[config.mk]
export PLATFORM = sky130hd
export DESIGN_NAME = med
export DESIGN_NICKNAME = d
export VERILOG_FILES = /design/src/rtl/med.sv
export SDC_FILE = /design/constraint.sdc
export NUM_CORES = 1
export LEC_CHECK = 0
export CORE_UTILIZATION = 48
export DETAILED_ROUTE_END_ITERATION = 8
export GPL_TIMING_DRIVEN = 0
export PLACE_DENSITY = 0.79
export RECOVER_POWER = 25
export SYNTH_ARGS = -nofsm -noshare
export SYNTH_HDL_FRONTEND = slang
export SYNTH_SLANG_ARGS = --single-unit
export TNS_END_PERCENT = 10
[constraint.sdc]
create_clock -name clk -period 1.05 [get_ports clk]
set_clock_uncertainty 0.15 [all_clocks]
set_input_delay 0.21 -clock clk [delete_from_list [all_inputs] [get_ports clk]]
set_output_delay 0.21 -clock clk [all_outputs]
set_load 0.05 [all_outputs]
[src/rtl/med.sv]
// Registered median-of-three selector: median, min, max and pairwise compare flags
// for unsigned samples, with a 1- or 2-stage pipeline.
module med #(
  parameter int unsigned WIDTH = 3,
  parameter int unsigned PIPE  = 1
) (
  input  logic             clk,
  input  logic             rst,
  input  logic             in_valid,
  input  logic [WIDTH-1:0] data0,
  input  logic [WIDTH-1:0] data1,
  input  logic [WIDTH-1:0] data2,
  output logic             out_valid,
  output logic [WIDTH-1:0] data_med,
  output logic [WIDTH-1:0] data_min,
  output logic [WIDTH-1:0] data_max,
  output logic             com_01,
  output logic             com_02,
  output logic             com_12
);

  // Selection-stage operands: samples, flags and valid feeding the output registers.
  logic [WIDTH-1:0] sel_d0, sel_d1, sel_d2;
  logic             sel_f01, sel_f02, sel_f12;
  logic             sel_v;

  logic [WIDTH-1:0] med_d, min_d, max_d;

  generate
    if (PIPE == 1) begin : g_pipe1
      assign sel_d0  = data0;
      assign sel_d1  = data1;
      assign sel_d2  = data2;
      assign sel_f01 = data0 > data1;
      assign sel_f02 = data0 > data2;
      assign sel_f12 = data1 > data2;
      assign sel_v   = in_valid;
    end else if (PIPE == 2) begin : g_pipe2
      logic [WIDTH-1:0] d0_q, d1_q, d2_q;
      logic             f01_q, f02_q, f12_q;
      logic             v_q;

      // Stage 1 captures flags alongside the samples they were computed from.
      always_ff @(posedge clk or posedge rst) begin
        if (rst) begin
          d0_q  <= '0;
          d1_q  <= '0;
          d2_q  <= '0;
          f01_q <= 1'b0;
          f02_q <= 1'b0;
          f12_q <= 1'b0;
          v_q   <= 1'b0;
        end else begin
          v_q <= in_valid;
          if (in_valid) begin
            d0_q  <= data0;
            d1_q  <= data1;
            d2_q  <= data2;
            f01_q <= data0 > data1;
            f02_q <= data0 > data2;
            f12_q <= data1 > data2;
          end
        end
      end

      assign sel_d0  = d0_q;
      assign sel_d1  = d1_q;
      assign sel_d2  = d2_q;
      assign sel_f01 = f01_q;
      assign sel_f02 = f02_q;
      assign sel_f12 = f12_q;
      assign sel_v   = v_q;
    end else begin : g_bad_pipe
      $error("med: PIPE must be 1 or 2");
    end
  endgenerate

  // Flag-driven selection; exactly one branch matches for any input, ties included.
  always_comb begin
    med_d = sel_d2;
    if (sel_f01 ^ sel_f02) begin
      med_d = sel_d0;
    end else if (sel_f01 == sel_f12) begin
      med_d = sel_d1;
    end

    max_d = sel_d2;
    if (sel_f01 && sel_f02) begin
      max_d = sel_d0;
    end else if (sel_f12) begin
      max_d = sel_d1;
    end

    min_d = sel_d2;
    if (!sel_f01 && !sel_f02) begin
      min_d = sel_d0;
    end else if (!sel_f12) begin
      min_d = sel_d1;
    end
  end

  always_ff @(posedge clk or posedge rst) begin
    if (rst) begin
      out_valid <= 1'b0;
      data_med  <= '0;
      data_min  <= '0;
      data_max  <= '0;
      com_01    <= 1'b0;
      com_02    <= 1'b0;
      com_12    <= 1'b0;
    end else begin
      out_valid <= sel_v;
      if (sel_v) begin
        data_med <= med_d;
        data_min <= min_d;
        data_max <= max_d;
        com_01   <= sel_f01;
        com_02   <= sel_f02;
        com_12   <= sel_f12;
      end
    end
  end

endmodule

After elaboration in Yosys (flattened, before gate mapping)
Cells that the tools add are included.

word-level totals
  register bits = 13
  input port bits = 12
  output and inout port bits = 13
  logic and storage cells = 22

operators by class
  order comparisons = 3
  eq/ne operators = 1
  mux-type cells = 6
  bitwise gates (word level) = 1
  reduce and logical (&&, ||, !) cells = 4

operators with widths
  cell                           number
  3-bit 2-to-1 mux               6
  3-bit greater-than comparator  3
  1-bit logical AND              2
  1-bit zero test                2
  1-bit == test                  1
  1-bit bitwise XOR              1

Logic depth before layout (Yosys ltp)
  depth after elaboration = 4
  mapped depth = 12
  gate-level depth less buffers = 12

Worst setup path after synthesis
Ideal clock, no wire load.

  kind = input port to flip-flop
  start point = input port data1[1]
  end point = register data_max[2]
  library setup time = 0.121 ns
  arrival = 1.627 ns
  required time = 0.779 ns
  path slack = -0.848 ns
  stages on the path = 9
  path buffers = 0
  path through = inv_1 ha_1 nor2b_1 nor3_1 nor2_1 ha_1 inv_1 o311ai_0 a22o_1

on the way
  cells in the longest elaborated chain, start to end = 3
  elaborated cells on any way between the ends = 5
  those cells by class = order compare (2); mux (2); reduce/logical (1)

ends and longest elaborated chain
  element                        line  text
  start, declared                11    input logic [WIDTH-1:0] data1,
  3-bit greater-than comparator  34    assign sel_f01 = data0 > data1;
  via sel_f01                    24    logic sel_f01, sel_f02, sel_f12;
  1-bit logical AND              88    if (sel_f01 && sel_f02) begin
  3-bit 2-to-1 mux               88
  end signal, assigned           116   data_max <= max_d;
  end, declared                  16    output logic [WIDTH-1:0] data_max,

The timed path passes the listed nets, and every way through them passes these cells.
A chain may end at the register's enable or synchronous reset.

Final worst setup path
  start point = input port data2[1]
  end point = register data_med[2]

on the way
  elaborated cells on any way between the ends = 6
  those cells by class = order compare (2); eq/ne (1); mux (2); bitwise (1)

RTL lines
  element                        line  text
  start, declared                12    input logic [WIDTH-1:0] data2,
  3-bit greater-than comparator  35    assign sel_f02 = data0 > data2;
  via sel_f02                    24
  1-bit bitwise XOR              81    if (sel_f01 ^ sel_f02) begin
  3-bit 2-to-1 mux               81
  end signal, assigned           114   data_med <= med_d;
  end, declared                  14    output logic [WIDTH-1:0] data_med,

The timed path passes the listed nets, and every way through them passes these cells.

==> impl_metrics.tcl <==
set metrics [dict create \
    synth-xor-area-share_pct 0 \
    nets 165 \
    fp-row-count 15 \
    drc 0 \
    synth_area_leaders "dfrtp_1 34%, ha_1 14%, a21oi_1 4.7%" \
    finalHoldViolations 0 \
    dp_cells 153 \
    relSlewSlack_pct 66.0 \
    clock_latency_ps 280 \
    via_count 1091 \
    crit_type "in2reg" \
    syn_inst 104 \
    cp.arrival_ps 1760 \
    num_io_pins 25 \
    grt_first_pass_wirelength_um 5000 \
    rsz0062_at_grt "yes" \
    final_cells 166 \
    min_path_cells 3 \
    die_w_um 46.9 \
    ant_nets 0 \
    clock_path_buffers 2 \
    syn_to_final_growth_pct 66.7 \
    synth_top_cell_by_area "dfrtp_1" \
    ir_drop_mv 1.38 \
    antenna_cells 0 \
    rr_worst_depth 2 \
    numCtsBuffers 3 \
    layout-drive-gt1-share_pct 53.2 \
    p_seq_share_pct 27.7 \
    min_from "data1[1]" \
    grt_usage_pct 33.6 \
    synth.avg_cell_area_um2 9.31 \
    worstPathRequired_ps 1090 \
    overflow 0 \
    die-area_um2 2200 \
    cts_sinks 13 \
    final_util_pct 89.6 \
    outcome "complete, but fails checks" \
    drv_slew 0 \
    vias_per_cell 6.57 \
    setup_viol 25 \
    seq_area_frac_synth_pct 33.6 \
    place_area_um2 1310 \
    fin_total_pwr_mw 2.57 \
    end_kind "flop" \
    wl_um 3720 \
    grt_start_max_net_pins 14 \
    portBuffers 24 \
    synth_nets 127 \
    preCtsSetupSlack_ps -1600 \
    antenna_found_initial 0 \
    violations "negative setup slack" \
    hold_buffers 0 \
    htreeDepth 1 \
    power.leakage_nw 0.699 \
    start_util_pct 53.8 \
    timing.rr.start "data_med[0]" \
    power_frac_clock_pct 12.1 \
    tightest_slew_ps 510 \
    first_pass_iters 5 \
    path_max_fanout 6 \
    synth_cell_types 30 \
    p_int_mw 1.38 \
    power_density_nw_per_um2 1590 \
    setup_slack_ps -661 \
    comb_power_share_pct 60.1 \
    synth_compound_area_share_pct 29.1 \
    synth_area_um2 968 \
    fin_crit_sh_pct 163 \
    cts_tree "done" \
    crit_path_start_kind "input pin" \
    r2r-end "data_med[0]" \
    drv_cap 0 \
    layout_common_cells "13 x dfrtp_1, 12 x buf_6, 11 x buf_4" \
    synth_top_family_by_area "compound AO/OA/AOI/OAI gates" \
    switchingPower_mw 1.19 \
    synth.mux.area_fraction_pct 7.62 \
    finalCriticalPeriod_ps 1710 \
    synth_seq_cells 13 \
    min_path_type "in2reg" \
    synth_adder_area_share_pct 14.2 \
    min_to "data_med[1]" \
    root_buffer "clkbuf_4" \
    first_iter_violations 63 \
    swShare_pct 46.4 \
    dp_hpwl_um 1950 \
    wl_per_cell_um 22.4 \
    timing.fmax_mhz 584 \
    core_um2 1800 \
    clkSlewWorstSetupHoldPaths_ps 70 \
    fin_area_um2 1610 \
    grt_pass1_vias 1021 \
    die_y_um 46.9 \
    synth-simple-area-share_pct 10.1 \
    mostFrequentLayoutCell "dfrtp_1" \
    synth_warnings 0 \
    reg2reg_slack_ps -30 \
    globalplace.congestion 0.856 \
    synth_top_area_share_pct 33.6 \
]
-- worst max-delay path by stage --
stage	start	to	slack (ps)
after floorplan	data2[1]	data_med[2]	-670
after global placement	data2[1]	data_med[0]	-1570
after detailed placement	data2[1]	data_med[2]	-1600
after CTS	data2[1]	data_med[2]	-480
after global routing	data2[1]	data_med[2]	-670
final	data2[1]	data_med[2]	-660
-- routing by layer --
metal | wire, µm | global-route usage [%] | part of all wire, % | vias to the layer above
met5 | 0 | 0 | 0 | -
met4 | 148 | 17.1 | 4.0 | 0
met1 | 1480 | 40.3 | 40 | 524
met3 | 312 | 7.31 | 8.4 | 18
li1 | - | - | - | 464
met2 | 1780 | 56.4 | 48 | 85
-- sequential cells by signal, summed over array words and instances (netlist names) --
signal	flops
com_02	1
data_min	3
out_valid	1
data_med	3
data_max	3
com_01	1
com_12	1
-- cell usage after synthesis, drive strengths merged --
cell type / count
mux2i: 4
nand3: 7
a311oi: 1
o22ai: 1
o21ai: 14
a21oi: 11
o21a: 2
a31oi: 4
a22o: 1
o2bb2ai: 1
clkinv: 1
nand2: 1
nand3b: 2
nor2b: 1
ha: 11
and3b: 1
o311ai: 1
nor2: 1
clkbuf: 1
a21o: 6
nor3: 2
inv: 12
dfrtp: 13
a21boi: 1
mux2: 3
or3: 1
-- layout make-up --
| type | count | area [µm²] |
|---|---|---|
| Fill cell | 86 | 188 |
| Sequential cell | 13 | 325 |
| Buffer | 1 | 7.51 |
| Timing Repair Buffer | 33 | 332 |
| Multi-Input combinational cell | 77 | 816 |
| Inverter | 13 | 76.3 |
| Clock buffer | 4 | 26.3 |
| Tap cell | 25 | 31.3 |
-- stage by stage --
step                      setup TNS [ps]  hold slack [ps]
after floorplan                    -6860            -63.0
after global placement            -22690              316
after detailed placement          -23320              327
after CTS                          -8740             59.5
after global routing               -9460              101
final                              -8990              113
-- logic make-up after synthesis --
group | Yosys count
AOI/OAI and AO/OA | 43
adders and majority gates | 11
buffers and inverters | 14
DFF | 13
muxes | 7
and+or+nand+nor | 16
-- worst max-delay path: stages --
cell     delay [ps]
buf_12           90
inv_12           30
ha_4            240
a21o_1          130
a21oi_2          80
a31oi_4         220
inv_2            80
ha_4            270
nand2_1         120
o22ai_2          80
a31oi_1         190
-- power groups by stage --
stage	clock network [mW]	logic, mW	registers, mW
after floorplan	0	0.450	1.07
after global placement	0	1.20	0.682
after detailed placement	0	1.22	0.690
after CTS	0.325	1.38	0.687
after global routing	0.340	1.61	0.720
final	0.311	1.54	0.712
-- repair_timing --
action | in CTS | in global routing
setup buffers | 8 | 1
resized for setup | 137 | 41
endpoints found under the setup margin | 25 | 25
hold endpoints to repair | 0 | 0
pin swaps | 18 | 10
Note: power is estimated with default switching activity, not from simulation.
